### config.mk
export PLATFORM = sky130hd
export DESIGN_NAME = sha256_msg_schedule_flat
export DESIGN_NICKNAME = d
export VERILOG_FILES = /design/src/rtl/sha256_pkg.sv /design/src/rtl/sha256_msg_schedule_if.sv /design/src/rtl/flex_counter.sv /design/src/rtl/sha256_msg_schedule.sv /design/src/flat_wrapper.sv
export SDC_FILE = /design/constraint.sdc
export NUM_CORES = 2
export LEC_CHECK = 0
export BUFFER_PORTS_ARGS = -buffer_cell sky130_fd_sc_hd__buf_2
export CAP_MARGIN = 20
export CORE_UTILIZATION = 65
export CTS_BUF_LIST = sky130_fd_sc_hd__clkbuf_8
export DETAILED_ROUTE_END_ITERATION = 7
export PLACE_DENSITY = 0.83
export SYNTH_ARGS = -nofsm -noshare
export SYNTH_HDL_FRONTEND = slang
export SYNTH_SLANG_ARGS = --single-unit
### constraint.sdc
create_clock -name clk -period 50.1 [get_ports clk]
set_input_delay 7.515 -clock clk [delete_from_list [all_inputs] [get_ports clk]]
set_output_delay 7.515 -clock clk [all_outputs]
set_load 0.03 [all_outputs]
### src/rtl/sha256_pkg.sv
// Shared types, widths and the SHA-256 small-sigma functions used by the
// message schedule block.
package sha256_pkg;

    localparam int WORD_W      = 32;
    localparam int BLOCK_WORDS = 16;

    typedef enum logic [1:0] {
        IDLE = 2'd0,
        LOAD = 2'd1,
        RUN  = 2'd2,
        DONE = 2'd3
    } state_t;

    function automatic logic [WORD_W-1:0] sigma0(input logic [WORD_W-1:0] x);
        return {x[6:0], x[31:7]} ^ {x[17:0], x[31:18]} ^ {3'b000, x[31:3]};
    endfunction

    function automatic logic [WORD_W-1:0] sigma1(input logic [WORD_W-1:0] x);
        return {x[16:0], x[31:17]} ^ {x[18:0], x[31:19]} ^ {10'b00_0000_0000, x[31:10]};
    endfunction

endpackage

### src/rtl/sha256_msg_schedule_if.sv
// Word-load and schedule-output bundle between the upstream message source,
// the schedule block and the compression stage.
interface sha256_msg_schedule_if;
    import sha256_pkg::*;

    logic              clear;
    logic              word_valid;
    logic [WORD_W-1:0] word_in;
    logic              word_ready;
    logic              round_en;
    logic [WORD_W-1:0] w_out;
    logic              w_valid;
    logic [5:0]        round_idx;
    logic              block_done;
    logic              busy;

    modport master (
        output clear, word_valid, word_in, round_en,
        input  word_ready, w_out, w_valid, round_idx, block_done, busy
    );

    modport slave (
        input  clear, word_valid, word_in, round_en,
        output word_ready, w_out, w_valid, round_idx, block_done, busy
    );

endinterface

### src/rtl/flex_counter.sv
// Clearable up-counter cycling 0..rollover_val-1; rollover_flag flags the
// terminal count so the caller can act on the increment that wraps.
module flex_counter #(
    parameter int SIZE = 4
) (
    input  logic            clk,
    input  logic            n_rst,
    input  logic            clear,
    input  logic            count_enable,
    input  logic [SIZE-1:0] rollover_val,
    output logic [SIZE-1:0] count_out,
    output logic            rollover_flag
);

    localparam logic [SIZE-1:0] ONE = SIZE'(1);

    logic [SIZE-1:0] count_r;

    assign rollover_flag = (count_r == (rollover_val - ONE));
    assign count_out     = count_r;

    // Count register: clear has priority over counting, wrap on terminal count.
    always_ff @(posedge clk or negedge n_rst) begin
        if (!n_rst) begin
            count_r <= '0;
        end else if (clear) begin
            count_r <= '0;
        end else if (count_enable) begin
            if (rollover_flag) begin
                count_r <= '0;
            end else begin
                count_r <= count_r + ONE;
            end
        end
    end

endmodule

### src/rtl/sha256_msg_schedule.sv
// SHA-256 message schedule: loads 16 words of a block, then emits W0..W(ROUNDS-1)
// from a sliding 16-word window, one word per round_en.
module sha256_msg_schedule
    import sha256_pkg::*;
#(
    parameter int ROUNDS = 64
) (
    input  logic                 clk,
    input  logic                 rst,
    sha256_msg_schedule_if.slave bus
);

    localparam logic [5:0] LAST_T    = 6'(ROUNDS - 1);
    localparam logic [4:0] LOAD_ROLL = 5'd16;

    state_t            state_r;
    logic [5:0]        t_r;
    logic              w_valid_r;
    logic              block_done_r;
    logic              busy_r;
    logic [WORD_W-1:0] window_r [BLOCK_WORDS];

    logic [4:0]        count_s;
    logic              roll_s;
    logic              word_ready_s;
    logic              accept_s;
    logic              load_we_s;
    logic              load_done_s;
    logic              advance_s;
    logic              cnt_clear_s;
    logic [WORD_W-1:0] w_new_s;

    // Handshake and control decode for the current cycle.
    always_comb begin
        word_ready_s = 1'b0;
        if (!bus.clear && ((state_r == IDLE) || (state_r == LOAD))) begin
            word_ready_s = 1'b1;
        end else begin
            word_ready_s = 1'b0;
        end
        accept_s    = bus.word_valid && word_ready_s;
        // Counter never reaches 16, but an out-of-range slot must never be written.
        load_we_s   = accept_s && !count_s[4];
        load_done_s = accept_s && (state_r == LOAD) && roll_s;
        advance_s   = !bus.clear && (state_r == RUN) && bus.round_en;
        cnt_clear_s = bus.clear || load_done_s;
    end

    flex_counter #(
        .SIZE(5)
    ) u_load_cnt (
        .clk          (clk),
        .n_rst        (~rst),
        .clear        (cnt_clear_s),
        .count_enable (accept_s),
        .rollover_val (LOAD_ROLL),
        .count_out    (count_s),
        .rollover_flag(roll_s)
    );

    assign w_new_s = sigma1(window_r[14]) + window_r[9] + sigma0(window_r[1]) + window_r[0];

    // Control FSM with its registered status outputs and the round index.
    always_ff @(posedge clk or posedge rst) begin
        if (rst) begin
            state_r      <= IDLE;
            t_r          <= 6'd0;
            w_valid_r    <= 1'b0;
            block_done_r <= 1'b0;
            busy_r       <= 1'b0;
        end else if (bus.clear) begin
            state_r      <= IDLE;
            t_r          <= 6'd0;
            w_valid_r    <= 1'b0;
            block_done_r <= 1'b0;
            busy_r       <= 1'b0;
        end else begin
            case (state_r)
                IDLE: begin
                    if (accept_s) begin
                        state_r <= LOAD;
                        busy_r  <= 1'b1;
                    end
                end
                LOAD: begin
                    if (load_done_s) begin
                        state_r   <= RUN;
                        t_r       <= 6'd0;
                        w_valid_r <= 1'b1;
                    end
                end
                RUN: begin
                    if (advance_s) begin
                        if (t_r == LAST_T) begin
                            state_r      <= DONE;
                            t_r          <= 6'd0;
                            w_valid_r    <= 1'b0;
                            block_done_r <= 1'b1;
                        end else begin
                            t_r <= t_r + 6'd1;
                        end
                    end
                end
                DONE: begin
                    state_r      <= IDLE;
                    block_done_r <= 1'b0;
                    busy_r       <= 1'b0;
                end
                default: begin
                    state_r      <= IDLE;
                    t_r          <= 6'd0;
                    w_valid_r    <= 1'b0;
                    block_done_r <= 1'b0;
                    busy_r       <= 1'b0;
                end
            endcase
        end
    end

    // Schedule window: parallel load during LOAD, shift-and-expand during RUN.
    always_ff @(posedge clk or posedge rst) begin
        if (rst) begin
            for (int i = 0; i < BLOCK_WORDS; i++) begin
                window_r[i] <= '0;
            end
        end else if (load_we_s) begin
            window_r[count_s[3:0]] <= bus.word_in;
        end else if (advance_s) begin
            for (int i = 0; i < BLOCK_WORDS - 1; i++) begin
                window_r[i] <= window_r[i+1];
            end
            window_r[BLOCK_WORDS-1] <= w_new_s;
        end
    end

    assign bus.word_ready = word_ready_s;
    assign bus.w_out      = window_r[0];
    assign bus.w_valid    = w_valid_r;
    assign bus.round_idx  = t_r;
    assign bus.block_done = block_done_r;
    assign bus.busy       = busy_r;

endmodule

### src/flat_wrapper.sv
// flat-port wrapper written by rule: the top's interface ports become plain ports
module sha256_msg_schedule_flat import sha256_pkg::*;
#(
    parameter int ROUNDS = 64
)
  (clk, rst, bus_clear, bus_word_valid, bus_word_in, bus_round_en, bus_word_ready, bus_w_out, bus_w_valid, bus_round_idx, bus_block_done, bus_busy);
  sha256_msg_schedule_if bus_i ();
  input  logic clk;
  input  logic rst;
  input wire logic [$bits(bus_i.clear)-1:0] bus_clear;
  input wire logic [$bits(bus_i.word_valid)-1:0] bus_word_valid;
  input wire logic [$bits(bus_i.word_in)-1:0] bus_word_in;
  input wire logic [$bits(bus_i.round_en)-1:0] bus_round_en;
  output wire logic [$bits(bus_i.word_ready)-1:0] bus_word_ready;
  output wire logic [$bits(bus_i.w_out)-1:0] bus_w_out;
  output wire logic [$bits(bus_i.w_valid)-1:0] bus_w_valid;
  output wire logic [$bits(bus_i.round_idx)-1:0] bus_round_idx;
  output wire logic [$bits(bus_i.block_done)-1:0] bus_block_done;
  output wire logic [$bits(bus_i.busy)-1:0] bus_busy;
  assign bus_i.clear = bus_clear;
  assign bus_i.word_valid = bus_word_valid;
  assign bus_i.word_in = bus_word_in;
  assign bus_i.round_en = bus_round_en;
  assign bus_word_ready = bus_i.word_ready;
  assign bus_w_out = bus_i.w_out;
  assign bus_w_valid = bus_i.w_valid;
  assign bus_round_idx = bus_i.round_idx;
  assign bus_block_done = bus_i.block_done;
  assign bus_busy = bus_i.busy;
  sha256_msg_schedule #(.ROUNDS(ROUNDS)) u_core (.clk(clk), .rst(rst), .bus(bus_i));
endmodule
==> summary.txt <==
Status
  – Status: completed

Placed design
  – Routability cong.: 0.983
  – Placed cells: 3,792
  – # port buffers: 78
  – Post-DP HPWL: 59,000 um
  – Setup WS pre-CTS: 34.40 ns

Route
  – Drt pass-1 iters: 8
  – Total Wirelength: 91,700 um
  – ANT nets after route: 0
  – Via/cell ratio: 6.36
  – Via count: 25,115
  – DR iter-0 viols: 3,330
  – Routed length per instance: 23.2 um
  – Remaining DRCs: 0

CTS
  – Post-CTS Resized: 0
  – CTS sink cnt: 528
  – Total CTS buffers: 89
  – Htree depth: 3
  – Clock slew at reported path FFs: 0.06 ns
  – CTS Hold Bufs: 0
  – Setup bufs post-CTS: 0
  – Clock Path Buffers: 3
  – Clk Latency, worst-skew pair: 0.70 ns
  – Clock root buffer: clkbuf_8
  – CTS tree: done

STA
  – Final Hold Fails: 0
  – RSZ-0062 raised after global routing: false
  – Least-Margin Pin Slew: 1.08 ns
  – Clock skew: 0.0506 ns
  – Min setup slack post-route: 34.39 ns
  – Fin crit period: 15.71 ns
  – Setup TNS: 0 ns
  – Worst rel slew slack: 0.281
  – Fmax: 63.7 MHz
  – Final period util: 0.314
  – Final setup fails: 0
  – Final Max Tran Viols: 0

Yosys
  – Mapped Cells: 3,416
  – Synth top area cells: dfrtp_1 46%, nand2_1 8.4%, a21oi_1 7.5%
  – Most used flip-flop cell after synthesis: dfrtp_1
  – Synthesized net count: 3,555
  – Sequential fraction of the synthesis area: 0.465
  – Number of synthesized flops with an enable pin: 0
  – Synthesized area: 0.0284 mm^2
  – Synth top area share: 0.465
  – Synth cell types: 66
  – Yosys Warn Count: 0
  – Post-synthesis average cell area: 8.32 um^2
  – Synthesized flop and latch total: 528
  – Post-synth top area cell: dfrtp_1
  – Async SR Flop Fraction: 1.00

Floorplanning
  – Initial core utilization: 0.660
  – IO Pins: 79
  – Core area: 0.0431 mm^2
  – Die area: 0.0446 mm^2
  – Std-Cell Rows: 76
  – Die X-Extent: 211 um
  – Die Y-Extent: 211 um

Final layout
  – Layout Cells excl Fill: 3,952
  – # fillers: 3,345
  – Fin nets: 3,440
  – Area grow syn2layout: 6.90%
  – Share of layout cells above drive strength 1: 0.0817
  – FF+latch area: 0.0132 mm^2
  – Multi-input logic area: 0.0132 mm^2

Critical path
  – Flop2flop setup slack: 45.10 ns
  – Crit path capture type: primary output
  – Top fanout value on the critical path: 14
  – Worst reg2reg startpoint: u_core.state_r[1]
  – Req. time, crit path: 42.59 ns
  – Crit Path Category: in2out
  – R2R Path End: u_core.window_r[113]
  – CP startpoint kind: input port
  – Worst-case reg-to-reg path depth: 10
  – Arr. time, crit path: 8.19 ns

Global routing
  – Grt ovf: 0
  – Number of global-route vias before repair: 24,180
  – Total track usage: 0.414
  – First-pass GRT wire length: 140,000 um
  – Largest net degree at the start of global routing: 220
  – Initial antenna violation count: 1

Worst hold path
  – Hold WC Path Type: reg2reg
  – Hold Path Origin: u_core.window_r[399]
  – WHS Endpoint: u_core.window_r[399]
  – Cell depth of the worst hold path: 2

Run
  – Max Cap Viol: 0
worst max path at each step:
stage,from,slack [ns],end,cells past startpoint
finish,bus_clear,34.39,bus_word_ready,3
global route,bus_clear,34.38,bus_word_ready,3
CTS,bus_clear,34.40,bus_word_ready,3
detailed placement,bus_clear,34.40,bus_word_ready,3
global placement,bus_clear,34.43,bus_word_ready,3
floorplan,rst,27.83,u_core.bus.block_done,1
routing by layer:
metal	part of all wire	track usage	vias up
li1	-	-	10992
met3	0.12	0.109	263
met5	0	0	-
met4	0.043	0.183	0
met1	0.39	0.569	12244
met2	0.45	0.622	1616
cell usage after synthesis (3+ instances only):
master / instances
ha_1: 40
o21ai_0: 411
and3_1: 5
buf_2: 59
xor2_1: 28
a221oi_1: 5
xnor2_1: 117
a21oi_1: 428
a211oi_1: 3
nand2_1: 639
nand2b_1: 4
and4_1: 3
o21bai_1: 4
nand3_1: 9
nor4_1: 3
nand2_2: 3
a21o_1: 12
nor2_1: 423
a22oi_1: 117
fa_1: 62
nand4_1: 11
dfrtp_1: 528
inv_1: 138
nor3_1: 9
nor2_2: 3
mux2i_1: 4
or3_1: 3
o21ai_1: 26
and2_1: 4
a31oi_1: 7
clkbuf_1: 208
o31ai_1: 3
buf_1: 5
buf_4: 51
kinds of logic (layout without fill, tap and decap cells):
| kind of cell | Yosys count | after routing | synth area share |
|---|---|---|---|
| AND/OR/NAND/NOR | 1136 | 1136 | 0.157 |
| AO/OA/AOI/OAI | 1037 | 1037 | 0.200 |
| flip-flops | 528 | 528 | 0.465 |
| buffers and inverters | 463 | 413 | 0.0708 |
| XOR/XNOR | 145 | 145 | 0.0447 |
| adder cells (fa/ha/maj) | 102 | 102 | 0.0612 |
| multiplexers | 5 | 5 | 0.00180 |
| other | 0 | 1 | 0 |
worst max-delay path, cell delays in order:
cell	delay [ns]
buf_2	0.18
o21ba_2	0.29
buf_2	0.20
cell type report:
cell class | count | share of cell area
antenna | 1 | 0.0000823
clock buffer | 114 | 0.0516
clock inverter | 42 | 0.00848
inverter | 138 | 0.0173
multi-input combinational | 2425 | 0.436
sequential | 528 | 0.435
tap | 585 | 0.0241
timing repair buffer | 119 | 0.0282
state kept, by name, summed over array words and instances, names as in the netlist:
register	flops
u_core.bus.busy	1
u_core.bus.w_valid	1
u_core.u_load_cnt.count_out	5
u_core.bus.w_out	32
u_core.window_r	480
u_core.bus.round_idx	6
u_core.state_r	2
u_core.bus.block_done	1
metrics by stage:
stage                     utilization  hold WS [ns]  cell area (um^2)
final                           0.706         0.476             30400
after global routing            0.706         0.490             30400
after CTS                       0.704         0.477             30300
after detailed placement        0.661         0.462             28500
after global placement          0.659         0.457             28400
after floorplan                     -         0.446             28400
placed cells by master, fill, tap and decap left out, types with 4 or more instances in the layout:
cell / n
nand2_1: 638
dfrtp_1: 528
a21oi_1: 428
nor2_1: 421
o21ai_0: 411
inv_1: 166
a22oi_1: 117
xnor2_1: 117
clkbuf_8: 114
buf_2: 78
fa_1: 62
ha_1: 40
buf_4: 32
xor2_1: 28
o21ai_1: 26
a21o_1: 12
nand4_1: 11
nand3_1: 9
nor3_1: 9
a31oi_1: 7
buf_16: 6
a221oi_1: 5
clkinv_2: 5
and2_1: 4
nor2_2: 4
nand2_2: 4
and3_1: 4
mux2i_1: 4
o21bai_1: 4
Power is not shown: default switching activity piles up to over one toggle a cycle in this logic, so the estimate is an artifact.
